### src/rtl/morph_frame_sched_pkg.sv
// Shared definitions for the erode/dilate frame scheduler: mode and select codes,
// FSM state encoding, and small helpers used by the top and the geometry checker.
package morph_frame_sched_pkg;

  typedef enum logic [1:0] {
    MODE_BYPASS = 2'b00,
    MODE_ERODE  = 2'b01,
    MODE_DILATE = 2'b10,
    MODE_OPEN   = 2'b11
  } mode_e;

  typedef enum logic [1:0] {
    SEL_PASS   = 2'd0,
    SEL_ERODE  = 2'd1,
    SEL_DILATE = 2'd2
  } sel_e;

  typedef enum logic [1:0] {
    ST_IDLE   = 2'd0,
    ST_ARMED  = 2'd1,
    ST_ACTIVE = 2'd2
  } state_e;

  typedef struct packed {
    sel_e s0;
    sel_e s1;
  } sel_pair_t;

  localparam int CNT_W = 12;
  localparam logic [CNT_W-1:0] CNT_MAX = '1;

  // Open = erode in the first stage, dilate in the second.
  function automatic sel_pair_t decode_mode(mode_e m);
    sel_pair_t p;
    p.s0 = SEL_PASS;
    p.s1 = SEL_PASS;
    case (m)
      MODE_ERODE:  p.s0 = SEL_ERODE;
      MODE_DILATE: p.s0 = SEL_DILATE;
      MODE_OPEN: begin
        p.s0 = SEL_ERODE;
        p.s1 = SEL_DILATE;
      end
      default: ;
    endcase
    return p;
  endfunction

  function automatic logic [CNT_W-1:0] sat_inc(logic [CNT_W-1:0] v);
    return (v == CNT_MAX) ? v : v + 1'b1;
  endfunction

endpackage

### src/rtl/morph_frame_sched_geom.sv
// Frame geometry checker: counts pixels per line and lines per frame inside a
// scheduled frame and raises a sticky size error on any mismatch.
module morph_geom_chk
  import morph_frame_sched_pkg::*;
#(
  parameter int IMG_W = 800,
  parameter int IMG_H = 600
) (
  input  logic clk,
  input  logic rst,
  input  logic pre_clken,
  input  logic pre_hs,
  input  logic frame_start_i,
  input  logic frame_run_i,
  input  logic frame_close_i,
  input  logic err_clr_i,
  output logic size_err_o
);

  localparam logic [CNT_W-1:0] W_EXP = CNT_W'(IMG_W);
  localparam logic [CNT_W-1:0] H_EXP = CNT_W'(IMG_H);

  logic             clken_q, clken_d;
  logic             hs_q, hs_d;
  logic [CNT_W-1:0] pix_q, pix_d;
  logic [CNT_W-1:0] line_q, line_d;
  logic             size_err_q, size_err_d;
  logic             clken_fall;
  logic             err_set;
  logic [CNT_W-1:0] line_tot;

  // hsync is sampled for qualification only; line counting follows clken.
  logic unused_hs;
  assign unused_hs = hs_q;

  assign clken_fall = clken_q & ~pre_clken;

  // NOTE: every always_comb output gets a default first, so no path can infer a latch.
  always_comb begin
    clken_d    = pre_clken;
    hs_d       = pre_hs;
    pix_d      = pix_q;
    line_d     = line_q;
    err_set    = 1'b0;
    line_tot   = line_q;

    if (frame_run_i) begin
      if (clken_fall) begin
        if (pix_q != W_EXP) err_set = 1'b1;
        line_tot = sat_inc(line_q);
      end
      if (frame_close_i && (line_tot != H_EXP)) err_set = 1'b1;
    end

    if (frame_start_i) begin
      pix_d  = '0;
      line_d = '0;
    end else if (frame_run_i) begin
      if (clken_fall) begin
        pix_d  = '0;
        line_d = line_tot;
      end else if (pre_clken) begin
        pix_d = sat_inc(pix_q);
      end
    end

    // A new error in the same cycle as a clear keeps the flag set.
    size_err_d = err_set | (size_err_q & ~err_clr_i);
  end

  // NOTE: sequential state uses non-blocking assignments so all flops sample together.
  always_ff @(posedge clk or posedge rst) begin
    if (rst) begin
      clken_q    <= 1'b0;
      hs_q       <= 1'b0;
      pix_q      <= '0;
      line_q     <= '0;
      size_err_q <= 1'b0;
    end else begin
      clken_q    <= clken_d;
      hs_q       <= hs_d;
      pix_q      <= pix_d;
      line_q     <= line_d;
      size_err_q <= size_err_d;
    end
  end

  assign size_err_o = size_err_q;

endmodule

### src/rtl/morph_frame_sched.sv
// Frame-level scheduler for the two-stage erode/dilate datapath: latches the
// requested mode only at vsync, drives stage selects, counts frames, watches sync.
module morph_frame_sched
  import morph_frame_sched_pkg::*;
#(
  parameter int          IMG_W       = 800,
  parameter int          IMG_H       = 600,
  parameter bit          VS_POL      = 1'b1,
  parameter logic [23:0] TIMEOUT_CYC = 24'd2000000
) (
  input  logic        clk,
  input  logic        rst,
  input  logic        cfg_enable,
  input  logic [1:0]  cfg_mode,
  input  logic        cfg_valid,
  input  logic        pre_vs,
  input  logic        pre_hs,
  input  logic        pre_clken,
  output logic [1:0]  stage0_sel,
  output logic [1:0]  stage1_sel,
  output logic [1:0]  active_mode,
  output logic        frame_start,
  output logic        frame_done,
  output logic [15:0] frame_cnt,
  output logic        size_err,
  output logic        sync_lost
);

  state_e      state_q, state_d;
  logic        vs_act_q, vs_act_d;
  mode_e       pend_q, pend_d;
  mode_e       mode_q, mode_d;
  logic        fs_q, fs_d;
  logic        fd_q, fd_d;
  logic [15:0] fcnt_q, fcnt_d;
  logic [23:0] tmo_q, tmo_d;
  logic        slost_q, slost_d;

  logic        vs_act;
  logic        vs_edge;
  mode_e       load_mode;
  logic        tmo_hit;
  logic        frame_accept;
  logic        frame_run;
  logic        frame_close;
  sel_pair_t   sel_w;

  assign vs_act  = (pre_vs == VS_POL);
  assign vs_edge = vs_act & ~vs_act_q;

  // A strobe landing on the vsync edge applies to the frame that is starting.
  assign load_mode = cfg_valid ? mode_e'(cfg_mode) : pend_q;

  assign tmo_hit      = cfg_enable && (state_q != ST_IDLE) && !vs_edge &&
                        (tmo_q == TIMEOUT_CYC - 24'd1);
  assign frame_accept = cfg_enable && (state_q != ST_IDLE) && vs_edge;
  assign frame_close  = frame_accept && (state_q == ST_ACTIVE);
  assign frame_run    = cfg_enable && (state_q == ST_ACTIVE) && !tmo_hit;

  always_comb begin
    state_d  = state_q;
    vs_act_d = vs_act;
    pend_d   = cfg_valid ? mode_e'(cfg_mode) : pend_q;
    mode_d   = mode_q;
    fs_d     = 1'b0;
    fd_d     = 1'b0;
    fcnt_d   = fcnt_q;
    tmo_d    = tmo_q;
    slost_d  = slost_q & ~cfg_valid;

    if (!cfg_enable) begin
      // Disable truncates the frame silently: no done pulse, count restarts.
      state_d = ST_IDLE;
      mode_d  = MODE_BYPASS;
      fcnt_d  = '0;
      tmo_d   = '0;
    end else begin
      case (state_q)
        ST_IDLE: begin
          state_d = ST_ARMED;
          tmo_d   = '0;
        end
        ST_ARMED, ST_ACTIVE: begin
          if (vs_edge) begin
            fs_d    = 1'b1;
            mode_d  = load_mode;
            tmo_d   = '0;
            state_d = ST_ACTIVE;
            if (state_q == ST_ACTIVE) begin
              fd_d   = 1'b1;
              fcnt_d = fcnt_q + 16'd1;
            end
          end else if (tmo_hit) begin
            slost_d = 1'b1;
            state_d = ST_ARMED;
            mode_d  = MODE_BYPASS;
            tmo_d   = '0;
          end else begin
            tmo_d = tmo_q + 24'd1;
          end
        end
        default: state_d = ST_IDLE;
      endcase
    end
  end

  // NOTE: only control and status flops exist here, so every one takes a reset value.
  always_ff @(posedge clk or posedge rst) begin
    if (rst) begin
      state_q  <= ST_IDLE;
      vs_act_q <= 1'b0;
      pend_q   <= MODE_BYPASS;
      mode_q   <= MODE_BYPASS;
      fs_q     <= 1'b0;
      fd_q     <= 1'b0;
      fcnt_q   <= '0;
      tmo_q    <= '0;
      slost_q  <= 1'b0;
    end else begin
      state_q  <= state_d;
      vs_act_q <= vs_act_d;
      pend_q   <= pend_d;
      mode_q   <= mode_d;
      fs_q     <= fs_d;
      fd_q     <= fd_d;
      fcnt_q   <= fcnt_d;
      tmo_q    <= tmo_d;
      slost_q  <= slost_d;
    end
  end

  morph_geom_chk #(
    .IMG_W (IMG_W),
    .IMG_H (IMG_H)
  ) u_geom (
    .clk           (clk),
    .rst           (rst),
    .pre_clken     (pre_clken),
    .pre_hs        (pre_hs),
    .frame_start_i (frame_accept),
    .frame_run_i   (frame_run),
    .frame_close_i (frame_close),
    .err_clr_i     (cfg_valid),
    .size_err_o    (size_err)
  );

  assign sel_w       = decode_mode(mode_q);
  assign stage0_sel  = sel_w.s0;
  assign stage1_sel  = sel_w.s1;
  assign active_mode = mode_q;
  assign frame_start = fs_q;
  assign frame_done  = fd_q;
  assign frame_cnt   = fcnt_q;
  assign sync_lost   = slost_q;

endmodule

### config.mk
export PLATFORM = sky130hd
export DESIGN_NAME = morph_frame_sched
export DESIGN_NICKNAME = d
export VERILOG_FILES = /design/src/rtl/morph_frame_sched_pkg.sv /design/src/rtl/morph_frame_sched_geom.sv /design/src/rtl/morph_frame_sched.sv
export SDC_FILE = /design/constraint.sdc
export NUM_CORES = 1
export LEC_CHECK = 0
export BUFFER_PORTS_ARGS = -buffer_cell sky130_fd_sc_hd__buf_2
export CAP_MARGIN = 15
export CORE_ASPECT_RATIO = 0.75
export CORE_UTILIZATION = 50
export DETAILED_ROUTE_END_ITERATION = 8
export HOLD_SLACK_MARGIN = 0.05
export PLACE_DENSITY_LB_ADDON = 0.05
export SETUP_SLACK_MARGIN = 0.2
export SYNTH_ARGS = -nofsm -noshare
export SYNTH_HDL_FRONTEND = slang
export SYNTH_HIERARCHICAL = 1
export SYNTH_SLANG_ARGS = --single-unit
### constraint.sdc
create_clock -name clk -period 3.1 [get_ports clk]
set_input_delay 0.31 -clock clk [delete_from_list [all_inputs] [get_ports clk]]
set_output_delay 0.31 -clock clk [all_outputs]
set_load 0.005 [all_outputs]
==> results of run 1 <==
==> repair_timing <==
item                                    4_1_cts  5_1_grt
endpoints found under the hold margin         0       14
endpoints found under the setup margin       11        7
gates resized for setup                       4        7
setup buffers                                 0        3
hold buffers                                  0        1
cloned                                        0        0
pin swaps                                     1        3
==> cell type report <==
| class | count | area, sq um | share of cell area [%] |
|---|---|---|---|
| clock buffers | 10 | 239 | 4.73 |
| clock inverters | 6 | 87.6 | 1.73 |
| inverters | 17 | 63.8 | 1.26 |
| multi-input cells | 359 | 2330 | 46.0 |
| flip-flops and latches | 76 | 1900 | 37.6 |
| well taps | 108 | 135 | 2.67 |
| repair buffers | 46 | 300 | 5.94 |
==> report_power, final <==
group,switching (mW),leakage (nW),internal (mW)
combinational,0.201,0.952,0.133
sequential,0.0488,1.05,1.03
clock,0.420,0.151,0.725
total,0.670,2.15,1.89
==> registers in the layout, indices dropped and copies added (netlist names) <==
signal,flops
state_q,2
vs_act_q,1
pend_q,2
sync_lost,1
u_geom/line_q,12
u_geom/pix_q,12
active_mode,2
frame_cnt,16
tmo_q,24
frame_start,1
frame_done,1
u_geom/clken_q,1
u_geom/size_err_o,1
==> cell usage after synthesis, types with 4 or more instances <==
cell type	instances
and3_1	10
nor4_1	7
buf_2	7
nand4b_1	4
ha_1	8
nand3b_1	7
nor2_1	31
a211oi_1	5
mux2i_1	6
inv_1	17
or3_1	5
or4_1	7
a21oi_1	16
o211ai_1	6
and4_1	7
o21ai_0	23
nand3_1	30
xor2_1	15
a31oi_1	24
clkbuf_1	12
nor3_1	11
nand2_1	34
dfrtp_1	76
nand4_1	17
o31ai_1	4
o22ai_1	7
nor2b_1	8
xnor2_1	11
nor4b_1	4
and2_1	16
==> logic make-up (layout without fill, tap and decap cells) <==
group                      count (synthesis)  count (layout)  share of synthesized area (%)
muxes                                      8               8                           1.88
and+or+nand+nor                          215             215                           28.4
AOI/OAI and AO/OA                        101             101                           14.6
other                                      1               1                         0.0854
adders and majority gates                  8               8                           2.28
xor gates and xnor gates                  26              26                           5.19
buffers and inverters                     40              79                           4.22
DFF                                       76              76                           43.3
==> worst max-delay path, delay by kind of cell, from the launching register on <==
family / cells / cell delay, ps
buffers and inverters: 1 / 60
and+or+nand+nor: 5 / 1500
adders and majority gates: 1 / 170
AOI/OAI and AO/OA: 3 / 530
DFF: 1 / 400
==> per-stage QoR <==
| stage | cell area [sq um] | hold slack, ps | instances | setup slack, ps | total power [mW] |
|---|---|---|---|---|---|
| after floorplan | 4390 | 341 | 475 | 186 | 1.32 |
| after global placement | 4630 | 454 | 600 | 155 | 1.40 |
| after detailed placement | 4630 | 460 | 600 | 119 | 1.40 |
| after CTS | 4960 | 111 | 616 | 255 | 2.56 |
| after global routing | 5050 | 110 | 622 | 187 | 2.68 |
| final | 5050 | 119 | 622 | 313 | 2.56 |
==> how the worst min path moves through the flow <==
stage	start	to	cells past startpoint
after floorplan	pre_clken	u_geom/clken_q	0
after detailed placement	pre_vs	vs_act_q	1
after CTS	pre_vs	vs_act_q	1
after global routing	pre_vs	vs_act_q	1
after global placement	pre_vs	vs_act_q	1
final	pre_vs	vs_act_q	1
==> metal layers <==
| metal | wire length [um] | share of wire, % | up-vias | global-route usage (%) |
|---|---|---|---|---|
| met5 | 0 | 0 | - | 0 |
| met4 | 95 | 0.94 | 0 | 5.50 |
| met3 | 428 | 4.2 | 8 | 5.97 |
| met2 | 4270 | 42 | 83 | 32.3 |
| met1 | 5310 | 53 | 1772 | 37.4 |
| li1 | - | - | 1825 | - |
==> reports/results.txt, run 1 <==
Layout cells sized above 1: 15.8%
Pwr dens: 506 mW/mm^2
RR Startpoint: state_q[1]
Synth top area cells: dfrtp_1, a31oi_1, nand3_1, xor2_1, nand2_1
Final Cycle Share: 89.9%
Status: finished clean
Fin nets: 526
Sequential area share after synthesis: 43.3%
Initial drt markers: 296
Routed wire length: 10,100 um
Maximum vdd drop: 0.295 mV
RePlAce Congestion: 0.826
First-pass GRT wire length: 16,900 um
Lkg Pwr: 2.15 nW
Ys async rst share: 100%
Clk_lat worst skew: 340 ps
Ports: 35
Leading area contributor after synthesis: dfrtp_1
Highest Clock Rate: 359 MHz
Clock buffer count from CTS: 9
Row count: 29
Final Hold Viols: 0
Worst slew margin: 41.1%
Commonest cells after routing, fill and taps aside: dfrtp_1, nand2_1, buf_2
Commonest non-fill, non-tap cell in the layout: dfrtp_1
Final core occ: 59.5%
Post-route antenna net violation count: 0
Setup crit start kind: flip-flop
Setup_tns: 0 ps
Pre-antenna DRT Iters: 4
Mean Syn Cell Area: 9.24 sq um
Tmin final: 2790 ps
Antenna Cells: 0
CP required: 3310 ps
Reg2Reg Setup Slack: 310 ps
Unrepaired setup endpoints after global routing: false
Ys Warns: 6
Setup Viol. Count Final: 0
Clock skew: 5.90 ps
Via/cell ratio: 5.93
Crit-path max FO: 7
Setup crit end: u_geom/pix_q[9]
Final slew viol count: 0
Initial antenna violation count: 0
CP startpoint: state_q[1]
Die area: 0.00916 sq mm
Mapped Cells: 475
Worst-path clk slew: 60 ps
Die Y: 83.1 um
Largest net degree at the start of global routing: 51
CTS tree: built
HPWL Detailed: 6760 um
Core footprint: 0.00849 sq mm
Reg2reg end: u_geom/pix_q[9]
CP Class: reg2reg
Synth top area share: 43.3%
Reg2Reg Depth: 10
# DRC: 0
Area Growth Syn to Fin: 15.2%
Syn_nets: 492
Post-synth EDFFs: 0
Clock Path Buffers: 2
# H-tree levels: 3
WP data arrival: 3000 ps
Initial core utilization: 51.7%
Worst hold-check path type: in2reg
Total number of vias: 3,688
Wire per inst: 16.2 um
Die X-Extent: 110 um
CTS sink count: 76
Synthesized cell area: 0.00439 sq mm
Max stage delay on crit path: 490 ps
Register bit total from synthesis: 76
CP Capture Type: flip-flop
Synth Flop Type: dfrtp_1
Vias in the first global route: 3,330
Total GRT Usage: 23.8%
CTS root buffer: clkbuf_16
PortBufs: 32
Post-synth cell types: 61
Global route total overflow: 0
CP max-delay cell: or4_1
Worst Tran Pin Value: 880 ps
Worst-path cell chain: inv_2 > ha_2 > nand2b_4 > or4_1 > or4_4 > and3_4 > o21a_4 > o211ai_1 > or3_1 > a21oi_1
Fill count: 756
Max_cap viols: 0
Note: power is estimated with default switching activity, not from simulation.
==> run 2, diff against run 1 <==
--- a/config.mk
+++ b/config.mk
@@ -15,5 +15,4 @@
 export SETUP_SLACK_MARGIN = 0.2
 export SYNTH_ARGS = -nofsm -noshare
 export SYNTH_HDL_FRONTEND = slang
-export SYNTH_HIERARCHICAL = 1
 export SYNTH_SLANG_ARGS = --single-unit
==> reports/results.txt, run 2 <==
Wire per inst: 15.5 um (-4.9%)
Setup Viol. Count Final: 0 (unchanged)
# H-tree levels: 3 (unchanged)
Ports: 35 (unchanged)
Switch share: 27.4% (+1.3 points)
Clock Path Buffers: 2 (unchanged)
Maximum vdd drop: 0.289 mV (-2.1%)
Post-synth EDFFs: 0 (unchanged)
Ys async rst share: 100% (unchanged)
Initial antenna violation count: 0 (unchanged)
Synth top area cells: dfrtp_1, nor2_1, o21ai_0, nand2_1, nand3_1
Fin nets: 529 (+0.57%)
Mean Syn Cell Area: 8.88 sq um (-3.9%)
Post-route antenna net violation count: 0 (unchanged)
Sequential power share: 44.8% (+2.6 points)
Delay-heaviest family, CP: simple AND/OR/NAND/NOR gates
Crit path buf inv count: 3 (+2)
Mapped Cells: 479 (+0.84%)
Total number of vias: 3,660 (-0.76%)
Sequential area share after synthesis: 44.7% (+1.4 points)
RR Startpoint: state_q[1]
Syn_nets: 496 (+0.81%)
Non-Filler Instances: 622 (unchanged)
Max_cap viols: 0 (unchanged)
Area Growth Syn to Fin: 13.8%
Commonest non-fill, non-tap cell in the layout: dfrtp_1
Worst hold-check path type: in2async
Lkg Pwr: 2.05 nW (-4.9%)
Global route total overflow: 0 (unchanged)
Post-synth cell types: 63 (+3.3%)
CTS tree: built
Max stage delay on crit path: 480 ps (about the same)
Pwr Total: 2.43 mW (-5.0%)
Via/cell ratio: 5.88 (-0.76%)
Switching power: 0.667 mW (-0.41%)
Final Hold Viols: 0 (unchanged)
Final Cycle Share: 84.9% (-5.0 points)
Clk pwr share: 41.3% (-3.4 points)
Top reg by flops: tmo_q
CP max-delay cell: a2111oi_0
Reg2Reg Depth: 10 (unchanged)
Reg2reg end: frame_cnt[15]
Most numerous cell in the Yosys netlist: dfrtp_1
PortBufs: 32 (unchanged)
CP required: 3310 ps (about the same)
Power share of the combinational group: 13.9% (+0.8 points)
Final slew viol count: 0 (unchanged)
Setup_tns: 0 ps (unchanged)
Ys Warns: 0 (-6)
Total GRT Usage: 23.0% (-0.72 points)
Setup crit start kind: flip-flop
Layout cells sized above 1: 13.7% (-2.0 points)
Synthesized cell area: 0.00426 sq mm (-3.1%)
Clk_lat worst skew: 340 ps (about the same)
Clock skew: 5.24 ps (-0.663 ps)
RePlAce Congestion: 0.841 (+1.8%)
Reg2Reg Setup Slack: 470 ps (+160 ps)
Crit-path max FO: 8 (+1)
Initial core utilization: 52.8% (+1.1 points)
Die Y: 81.9 um (-1.5%)
DP Cell Count: 606 (+1.0%)
CTS Hold Bufs: 0 (unchanged)
WP data arrival: 2840 ps (-160 ps)
Clock buffer count from CTS: 9 (unchanged)
Worst-path clk slew: 60 ps (about the same)
CP Capture Type: flip-flop
HPWL Detailed: 6630 um (-1.9%)
Commonest cells after routing, fill and taps aside: dfrtp_1, nor2_1, nand2_1
Most used cell, CP: buf_4
Row count: 28 (-3.4%)
Routed wire length: 9610 um (-4.9%)
Worst-path cell chain: inv_1 > ha_1 > nand4b_1 > buf_4 > a2111oi_0 > buf_4 > and4_1 > nand4_1 > xor2_1 > nor2_1
First-pass GRT wire length: 15,800 um (-6.8%)
Largest net degree at the start of global routing: 44 (-14%)
CP Class: reg2reg
CTS root buffer: clkbuf_16
Worst slew margin: 50.8% (+9.7 points)
Die area: 0.00889 sq mm (-3.0%)
Synth top area share: 44.7% (+1.4 points)
Leading area contributor after synthesis: dfrtp_1
Vias in the first global route: 3,217 (-3.4%)
Die X-Extent: 109 um (-1.5%)
Highest Clock Rate: 380 MHz (+5.9%)
Core footprint: 0.00806 sq mm (-5.1%)
Initial drt markers: 247 (-17%)
Unrepaired setup endpoints after global routing: false
CTS sink count: 76 (unchanged)
Antenna Cells: 0 (unchanged)
Largest register FFs: 24 (unchanged)
Worst Tran Pin Value: 737 ps (-143 ps)
Pre-antenna DRT Iters: 5 (+1)
# DRC: 0 (unchanged)
Status: finished clean
Tmin final: 2630 ps (-156 ps)
Internal: 1.77 mW (-6.6%)
Register bit total from synthesis: 76 (unchanged)
Pwr dens: 502 mW/mm^2 (-0.83%)
Synth Flop Type: dfrtp_1
Synth cell count leaders: dfrtp_1, nor2_1, nand2_1, o21ai_0, nand3_1
## run 2: cell count changes in the layout (fill, tap and decap cells not counted), moves of 5 or more
| cell | change |
|---|---|
| xor2_1 | -5 |
| and2_1 | -12 |
| nand3_1 | -6 |
| o211ai_1 | -5 |
| o22ai_1 | -6 |
| nor2_1 | +22 |
| o21ai_0 | +17 |
| nand4_1 | -5 |
| nor3_1 | +9 |
| nand3b_1 | -7 |
| nand2_1 | +10 |
| a31oi_1 | -18 |
## run 2: area by class of cell
cell class                 count  area [sq um]
sequential                    76          1900
inverter                      20          76.3
clock buffer                  13           270
clock inverter                 3          20.0
fill                         700          3210
multi-input combinational    361          2190
tap                          105           131
timing repair buffer          44           250
## run 2: timing repair
item,4_1_cts,5_1_grt
setup buffers,0,0
endpoints found under the hold margin,0,0
setup endpoints to repair,0,5
gates resized for setup,0,2
## run 2: worst max path at each step
stage / start / end / slack [ps] / cells past startpoint
finish: state_q[1] / frame_cnt[15] / 470 / 10
global route: state_q[0] / frame_cnt[15] / 270 / 10
CTS: state_q[0] / u_geom.pix_q[9] / 370 / 8
detailed placement: state_q[0] / u_geom.pix_q[10] / 400 / 8
global placement: state_q[0] / u_geom.pix_q[9] / 450 / 8
floorplan: state_q[1] / frame_cnt[15] / 620 / 9
## run 2: worst register-to-register path, stage by stage, from the launching register on
cell       delay [ps]
dfrtp_1           390
inv_1              60
ha_1              420
nand4b_1          170
buf_4             190
a2111oi_0         480
buf_4             210
and4_1            250
nand4_1           130
xor2_1            160
nor2_1             60
## run 2: power groups by stage
stage	clock [mW]	sequential, mW	combinational [mW]
global placement	0	1.10	0.327
finish	1.00	1.09	0.338
detailed placement	0	1.10	0.333
CTS	1.03	1.09	0.340
floorplan	0	1.09	0.251
global route	1.06	1.10	0.380
## run 2: through the flow
stage | cell area, sq um | hold slack (ps) | util (%) | worst slack [ps]
finish | 4840 | 75.0 | 60.1 | 469
global route | 4840 | 125 | 60.1 | 270
CTS | 4840 | 86.6 | 60.0 | 371
detailed placement | 4550 | 449 | 56.4 | 401
global placement | 4550 | 451 | 56.4 | 453
floorplan | 4260 | 341 | - | 621
## run 2: cells by family after synthesis
family / synth area share, %
AND/OR/NAND/NOR: 26.1
AO/OA/AOI/OAI: 16.6
flip-flops: 44.7
buffers and inverters: 3.94
XOR/XNOR: 4.32
adder cells (fa/ha/maj): 2.35
multiplexers: 1.94
other: 0.0881
## run 2: routing by layer
| layer | wire length [um] | track usage [%] |
|---|---|---|
| met4 | 84 | 7.43 |
| met5 | 0 | 0 |
| met1 | 5160 | 34.6 |
| met2 | 4020 | 32.5 |
| met3 | 354 | 5.00 |
